**src/rtl/mac_pkg.sv**
```systemverilog
// rtl/mac_pkg.sv - shared types and saturation limits for the MAC accumulate pipeline
// Purpose: stage-1 payload type and the signed/unsigned clamp limits.
// Contents:
//   PROD_MAX_W    width of the product field; the product is held already extended
//   s1_payload_t  stage-1 register contents {product, last, mode, valid}
//   sat_lim_t     clamp limits held as PROD_MAX_W+1-bit two's-complement values
//   sat_limits()  max/min clamp limits for a given accumulator width and mode
package mac_pkg;

  localparam int unsigned PROD_MAX_W = 64;

  typedef struct packed {
    logic [PROD_MAX_W-1:0] product;
    logic                  last;
    logic                  mode;
    logic                  valid;
  } s1_payload_t;

  typedef struct packed {
    logic [PROD_MAX_W:0] max_v;
    logic [PROD_MAX_W:0] min_v;
  } sat_lim_t;

  // Callers slice [acc_w:0]. Signed min is ~max, which is -2^(acc_w-1).
  function automatic sat_lim_t sat_limits(input logic mode, input int unsigned acc_w);
    sat_lim_t lim;
    if (mode) begin
      lim.max_v = ((PROD_MAX_W+1)'(1) << (acc_w - 1)) - (PROD_MAX_W+1)'(1);
      lim.min_v = ~lim.max_v;
    end else begin
      lim.max_v = ((PROD_MAX_W+1)'(1) << acc_w) - (PROD_MAX_W+1)'(1);
      lim.min_v = '0;
    end
    return lim;
  endfunction

endpackage

```
**src/rtl/mac_sat_add.sv**
```systemverilog
// rtl/mac_sat_add.sv - combinational W+1-bit accumulate with clamp
// Purpose: adds an extended product to the accumulator and clamps to the mode's range.
// Ports:
//   acc_i    in  W    current accumulator value
//   addend_i in  W+1  product, already sign/zero-extended to W+1 bits
//   mode_i   in  1    1 = two's complement, 0 = unsigned
//   sum_o    out W    clamped sum
//   sat_o    out 1    a clamp was applied
module mac_sat_add
  import mac_pkg::*;
#(
  parameter int unsigned W = 32
) (
  input  logic [W-1:0] acc_i,
  input  logic [W:0]   addend_i,
  input  logic         mode_i,
  output logic [W-1:0] sum_o,
  output logic         sat_o
);

  sat_lim_t     lim;
  logic [W:0]   max_w;
  logic [W:0]   min_w;
  logic [W:0]   acc_ext;
  logic [W:0]   raw;
  logic         unused_lim_hi;

  assign lim           = sat_limits(mode_i, W);
  assign max_w         = lim.max_v[W:0];
  assign min_w         = lim.min_v[W:0];
  assign unused_lim_hi = ^{lim.max_v[PROD_MAX_W:W+1], lim.min_v[PROD_MAX_W:W+1]};

  always_comb begin
    acc_ext = mode_i ? {acc_i[W-1], acc_i} : {1'b0, acc_i};
    raw     = acc_ext + addend_i;
    sum_o   = raw[W-1:0];
    sat_o   = 1'b0;
    if (mode_i) begin
      if ($signed(raw) > $signed(max_w)) begin
        sum_o = max_w[W-1:0];
        sat_o = 1'b1;
      end else if ($signed(raw) < $signed(min_w)) begin
        sum_o = min_w[W-1:0];
        sat_o = 1'b1;
      end
    end else if (raw > max_w) begin
      // An unsigned sum of non-negative terms can only overflow upward.
      sum_o = max_w[W-1:0];
      sat_o = 1'b1;
    end
  end

endmodule

```
**src/rtl/mac_acc_pipe.sv**
```systemverilog
// rtl/mac_acc_pipe.sv - two-stage handshaked framed multiply-accumulate with saturation
// Purpose: stage 1 registers A*B; stage 2 accumulates it. A frame's result is
//   loaded into the output register on the edge after its last beat reaches stage 2.
// Ports:
//   clock, reset_n          clock; asynchronous active-low reset
//   in_valid/in_ready       operand handshake (A, B, in_last, signed_mode)
//   out_valid/out_ready     result handshake (S, count, sat)
module mac_acc_pipe
  import mac_pkg::*;
#(
  parameter int DATA_W = 8,
  parameter int ACC_W  = 32,
  parameter int CNT_W  = 8
) (
  input  logic              clock,
  input  logic              reset_n,
  input  logic              in_valid,
  output logic              in_ready,
  input  logic [DATA_W-1:0] A,
  input  logic [DATA_W-1:0] B,
  input  logic              in_last,
  input  logic              signed_mode,
  output logic              out_valid,
  input  logic              out_ready,
  output logic [ACC_W-1:0]  S,
  output logic [CNT_W-1:0]  count,
  output logic              sat
);

  localparam int PROD_W = 2 * DATA_W;

  s1_payload_t s1_q, s1_d;
  logic        first_q, first_d;
  logic        mode_q, mode_d;
  logic [ACC_W-1:0] acc_q, acc_d;
  logic [CNT_W-1:0] cnt_q, cnt_d;
  logic             fsat_q, fsat_d;
  logic             s2_valid_q, s2_valid_d;
  logic             s2_last_q, s2_last_d;
  logic [ACC_W-1:0] s_q, s_d;
  logic [CNT_W-1:0] count_q, count_d;
  logic             sat_q, sat_d;
  logic             out_valid_q, out_valid_d;

  logic                     stall, accept, beat_mode, restart;
  logic signed [PROD_W-1:0] a_s, b_s, prod_s;
  logic        [PROD_W-1:0] a_u, b_u, prod_u;
  logic [ACC_W-1:0]         base_acc, add_sum;
  logic [CNT_W-1:0]         base_cnt;
  logic                     base_sat, add_sat;
  logic [ACC_W:0]           addend;
  logic                     unused_prod_hi;

  assign stall    = out_valid_q && !out_ready;
  assign in_ready = !stall;
  assign accept   = in_valid && in_ready;
  // Mode is taken from the first beat of a frame and ignored afterwards.
  assign beat_mode = first_q ? signed_mode : mode_q;

  assign a_s    = {{DATA_W{A[DATA_W-1]}}, A};
  assign b_s    = {{DATA_W{B[DATA_W-1]}}, B};
  assign prod_s = a_s * b_s;
  assign a_u    = {{DATA_W{1'b0}}, A};
  assign b_u    = {{DATA_W{1'b0}}, B};
  assign prod_u = a_u * b_u;

  // Stage 2 holds the last beat of a frame for one edge; when it moves on, the
  // accumulator restarts from zero so the next frame follows with no bubble.
  assign restart  = s2_valid_q && s2_last_q;
  assign base_acc = restart ? '0 : acc_q;
  assign base_cnt = restart ? '0 : cnt_q;
  assign base_sat = restart ? 1'b0 : fsat_q;

  assign addend         = s1_q.product[ACC_W:0];
  assign unused_prod_hi = ^s1_q.product[PROD_MAX_W-1:ACC_W+1];

  mac_sat_add #(.W(ACC_W)) u_sat_add (
    .acc_i    (base_acc),
    .addend_i (addend),
    .mode_i   (s1_q.mode),
    .sum_o    (add_sum),
    .sat_o    (add_sat)
  );

  always_comb begin
    s1_d        = s1_q;
    first_d     = first_q;
    mode_d      = mode_q;
    acc_d       = acc_q;
    cnt_d       = cnt_q;
    fsat_d      = fsat_q;
    s2_valid_d  = s2_valid_q;
    s2_last_d   = s2_last_q;
    s_d         = s_q;
    count_d     = count_q;
    sat_d       = sat_q;
    out_valid_d = out_valid_q;

    if (out_valid_q && out_ready) out_valid_d = 1'b0;

    if (!stall) begin
      s1_d.valid   = accept;
      s1_d.last    = accept && in_last;
      s1_d.mode    = beat_mode;
      s1_d.product = beat_mode ? {{(PROD_MAX_W-PROD_W){prod_s[PROD_W-1]}}, prod_s}
                               : {{(PROD_MAX_W-PROD_W){1'b0}}, prod_u};
      if (accept) begin
        first_d = in_last;
        mode_d  = beat_mode;
      end

      if (s1_q.valid) begin
        acc_d  = add_sum;
        cnt_d  = (&base_cnt) ? base_cnt : base_cnt + CNT_W'(1);
        fsat_d = base_sat | add_sat;
      end else begin
        acc_d  = base_acc;
        cnt_d  = base_cnt;
        fsat_d = base_sat;
      end
      s2_valid_d = s1_q.valid;
      s2_last_d  = s1_q.valid && s1_q.last;

      if (restart) begin
        s_d         = acc_q;
        count_d     = cnt_q;
        sat_d       = fsat_q;
        out_valid_d = 1'b1;
      end
    end
  end

  always_ff @(posedge clock or negedge reset_n) begin
    if (!reset_n) begin
      s1_q        <= '0;
      first_q     <= 1'b1;
      mode_q      <= 1'b0;
      acc_q       <= '0;
      cnt_q       <= '0;
      fsat_q      <= 1'b0;
      s2_valid_q  <= 1'b0;
      s2_last_q   <= 1'b0;
      s_q         <= '0;
      count_q     <= '0;
      sat_q       <= 1'b0;
      out_valid_q <= 1'b0;
    end else begin
      s1_q        <= s1_d;
      first_q     <= first_d;
      mode_q      <= mode_d;
      acc_q       <= acc_d;
      cnt_q       <= cnt_d;
      fsat_q      <= fsat_d;
      s2_valid_q  <= s2_valid_d;
      s2_last_q   <= s2_last_d;
      s_q         <= s_d;
      count_q     <= count_d;
      sat_q       <= sat_d;
      out_valid_q <= out_valid_d;
    end
  end

  assign out_valid = out_valid_q;
  assign S         = s_q;
  assign count     = count_q;
  assign sat       = sat_q;

endmodule
```
**config.mk**
```make
export PLATFORM = sky130hd
export DESIGN_NAME = mac_acc_pipe
export DESIGN_NICKNAME = d
export VERILOG_FILES = /design/src/rtl/mac_pkg.sv /design/src/rtl/mac_sat_add.sv /design/src/rtl/mac_acc_pipe.sv
export SDC_FILE = /design/constraint.sdc
export NUM_CORES = 1
export LEC_CHECK = 0
export CAP_MARGIN = 20
export CORE_AREA = 4 4 140 142
export CTS_BUF_LIST = sky130_fd_sc_hd__clkbuf_16
export CTS_CLUSTER_DIAMETER = 30
export CTS_CLUSTER_SIZE = 40
export DETAILED_ROUTE_END_ITERATION = 10
export DIE_AREA = 0 0 144 146
export GPL_ROUTABILITY_DRIVEN = 0
export PLACE_DENSITY_LB_ADDON = 0.15
export SYNTH_ARGS = -nofsm -noshare
export SYNTH_HDL_FRONTEND = slang
export SYNTH_SLANG_ARGS = --single-unit
```
**constraint.sdc**
```tcl
create_clock -name clock -period 6.8 [get_ports clock]
set_clock_uncertainty 0.2 [all_clocks]
set_input_delay 1.02 -clock clock [delete_from_list [all_inputs] [get_ports clock]]
set_output_delay 1.02 -clock clock [all_outputs]
set_load 0.01 [all_outputs]
```
==> metrics.csv <==
metric,value,unit
run_status,"finished, final reports clean",
crit_fanout,16,
firstDrtPassIters,5,
hp-class,flip-flop to flip-flop,
report.final.slew_viol_count,0,
p_switching,2.83,mW
final_antenna_net_count,0,
grt_pass1_vias,8638,
synthTopCellsByArea,"dfrtp_1, fa_1, ha_1",
syn_inst,1195,
period_share,90.4,%
r2r_setup_slack,660,ps
worst_slew_pin_slew,952,ps
coreArea,18500,um^2
cts_max_level,3,
cts_tree,built,
final_hold_viol_count,0,
place_inst,1461,
crit_path_end,acc_q[21],
powerDensity,489,nW/um^2
antenna_found_initial,0,
clk_pin_slew,80,ps
syn_avg_cell_area,9.11,um^2
rsz0062_at_grt,false,
total_leakage_power,5.75,nW
cts_resized,0,
die_area,21000,um^2
fin_util,65.4,%
min-delay-start,first_q,
ir_worst_vdd,0.000238,V
r2r-end,acc_q[21],
p_int,3.07,mW
wire_per_inst,17.9,um
n_antenna_cell,0,
slew_headroom,34.7,%
power_frac_seq,19.7,%
start_util,59.0,%
cts_setup_buffers,0,
viasPerCell,5.97,
ys_warn_count,0,
tns,0,ps
ys_types,74,
grt_max_degree,63,
dieWidth,144,um
synth_edf_count,0,
first_iter_violations,703,
drive_gt1_share,7.96,%
synth-main-ff-cell,dfrtp_1,
grt_pass1_wl,43500,um
layout.nets,1440,
arrival,6190,ps
r2r_cells,22,
ys_async_sr_fraction,100,%
numCtsBuffers,9,
clk_latency,370,ps
post-route-min-period,6140,ps
setup_viol,0,
chipHeight,146,um
cts_max_path_buffers,2,
boundaryPins,65,
row_count,50,
cts_root_buf,clkbuf_16,
clock-sinks,107,
drc,0,
reg2reg_from,s2_last_q,
yosysSeqAreaShare,24.6,%
grt.total_usage,25.7,%
synth_top_area_cell,dfrtp_1,
synth_nets,1397,
cap_viol_max_count,0,
worstSetupStartpoint,s2_last_q,
via_count,8822,
routed_wl,26400,um
fin_cells,1477,
switching_share,48.0,%
fmax,163,MHz
synth-seq-cells,107,
grt-ovfl-total,0,
cts_hold_buf,0,
p_total,5.89,mW
cp-end-kind,flip-flop,
synth_area,10900,um^2
syn_to_final_growth,10.8,%
dpl.hpwl,21000,um
synth_top_area_share,24.4,%
power.share.clock,9.6,%
required,6840,ps
p_comb_share,70.6,%
critPathLaunchType,flip-flop,
io_buffers,64,
path_class,flip-flop to flip-flop,
[flip-flops by register name, summed over array words and instances (netlist names), 3 cells and up]
register and flops:
S 32, acc_q 32, addend 17, cnt_q 8, count 8, s1_q 3
[metrics by stage]
step	setup slack [ps]	cell area [um^2]	hold slack (ps)
2_1_floorplan	1210	10900	240
3_3_place_gp	511	11700	255
3_5_place_dp	406	11700	273
4_1_cts	703	12100	285
5_1_grt	248	12100	315
6_report	655	12100	285
[routing by layer]
metal	GRT usage, %	vias up	routed length, um
li1	-	4205	-
met1	34.5	4286	11400
met2	43.5	284	13200
met3	2.96	47	1300
met4	7.67	0	596
met5	0	-	0
[power by group through the flow]
stage	clock (mW)	sequential, mW	combinational, mW
after detailed placement	0	1.18	4.10
after global routing	0.596	1.20	4.63
after global placement	0	1.16	4.06
after floorplan	0	1.16	3.03
final	0.569	1.16	4.16
after CTS	0.575	1.16	4.13
[cells in the mapped netlist, types with 16 or more instances]
master,n
a21oi_1,69
nor3_1,24
dfrtp_1,106
nand2_1,116
mux2_2,42
a211oi_1,17
and2_1,73
o21ai_1,19
nor2b_1,16
o21ai_0,51
nand3_1,20
inv_1,127
fa_1,87
nor2_1,61
a21o_1,18
ha_1,93
xnor2_1,30
clkbuf_1,37
[kinds of logic after synthesis]
logic type	count (synthesis)	synth area share (%)
buffers and inverters	178	6.51
flip-flops	107	24.6
AND/OR/NAND/NOR	362	16.5
adder cells (fa/ha/maj)	180	26.7
multiplexers	46	4.71
AO/OA/AOI/OAI	278	17.4
XOR/XNOR	44	3.61
[cell usage in the layout, fill, tap and decap left out, types with 4 or more instances in the layout]
master,n
o211ai_2,7
nor4_1,5
ha_1,93
nand4_1,9
xnor2_1,30
a41oi_1,4
a21o_1,18
clkbuf_16,9
buf_4,20
inv_1,127
a211oi_1,17
a222oi_1,4
and3_1,12
fa_1,87
a31oi_1,13
nand2_1,115
a2111oi_0,4
xor2_1,13
o21a_1,6
nor2_1,61
and4_1,5
nor3_1,24
nand2b_1,5
a221oi_1,8
o21ai_1,19
a221o_1,5
a21oi_2,4
clkdlybuf4s50_1,63
o21ai_0,50
a21oi_1,69
nor2b_1,16
dfrtp_1,106
mux2i_1,4
nand3_1,20
o211a_1,4
and2_1,73
o2111ai_1,4
mux2_2,42
[cell type report]
cell class | instances | area [um^2]
fillers | 1558 | 6390
multi-input cells | 910 | 7510
well taps | 234 | 293
repair buffers | 83 | 781
flip-flops and latches | 107 | 2680
clock inverters | 7 | 100
clock buffers | 9 | 225
inverters | 127 | 477
[worst max-delay path, cell delays in order, from the launching register on]
cell and delay (ps):
dfrtp_1 370, nand2_1 340, buf_4 340, and2_1 180, ha_1 400, nand2_1 230
o21ai_1 110, a221o_1 410, o311a_1 420, a31o_1 230, a21bo_2 200, a21oi_1 180
xnor2_1 140, ha_1 290, nand4_1 90, nor3_1 260, nand4_1 120, nor4_1 240
and4_1 230, a31oi_1 300, buf_4 280, a211oi_1 330, o21ai_1 110
[worst min path at each step]
stage	cells past startpoint	slack (ps)	endpoint
after floorplan	2	240	s1_q[2]
after global placement	2	260	s1_q[2]
after detailed placement	2	270	first_q
after CTS	2	280	first_q
after global routing	2	310	first_q
final	2	280	first_q
Note: power is estimated with default switching activity, not from simulation.
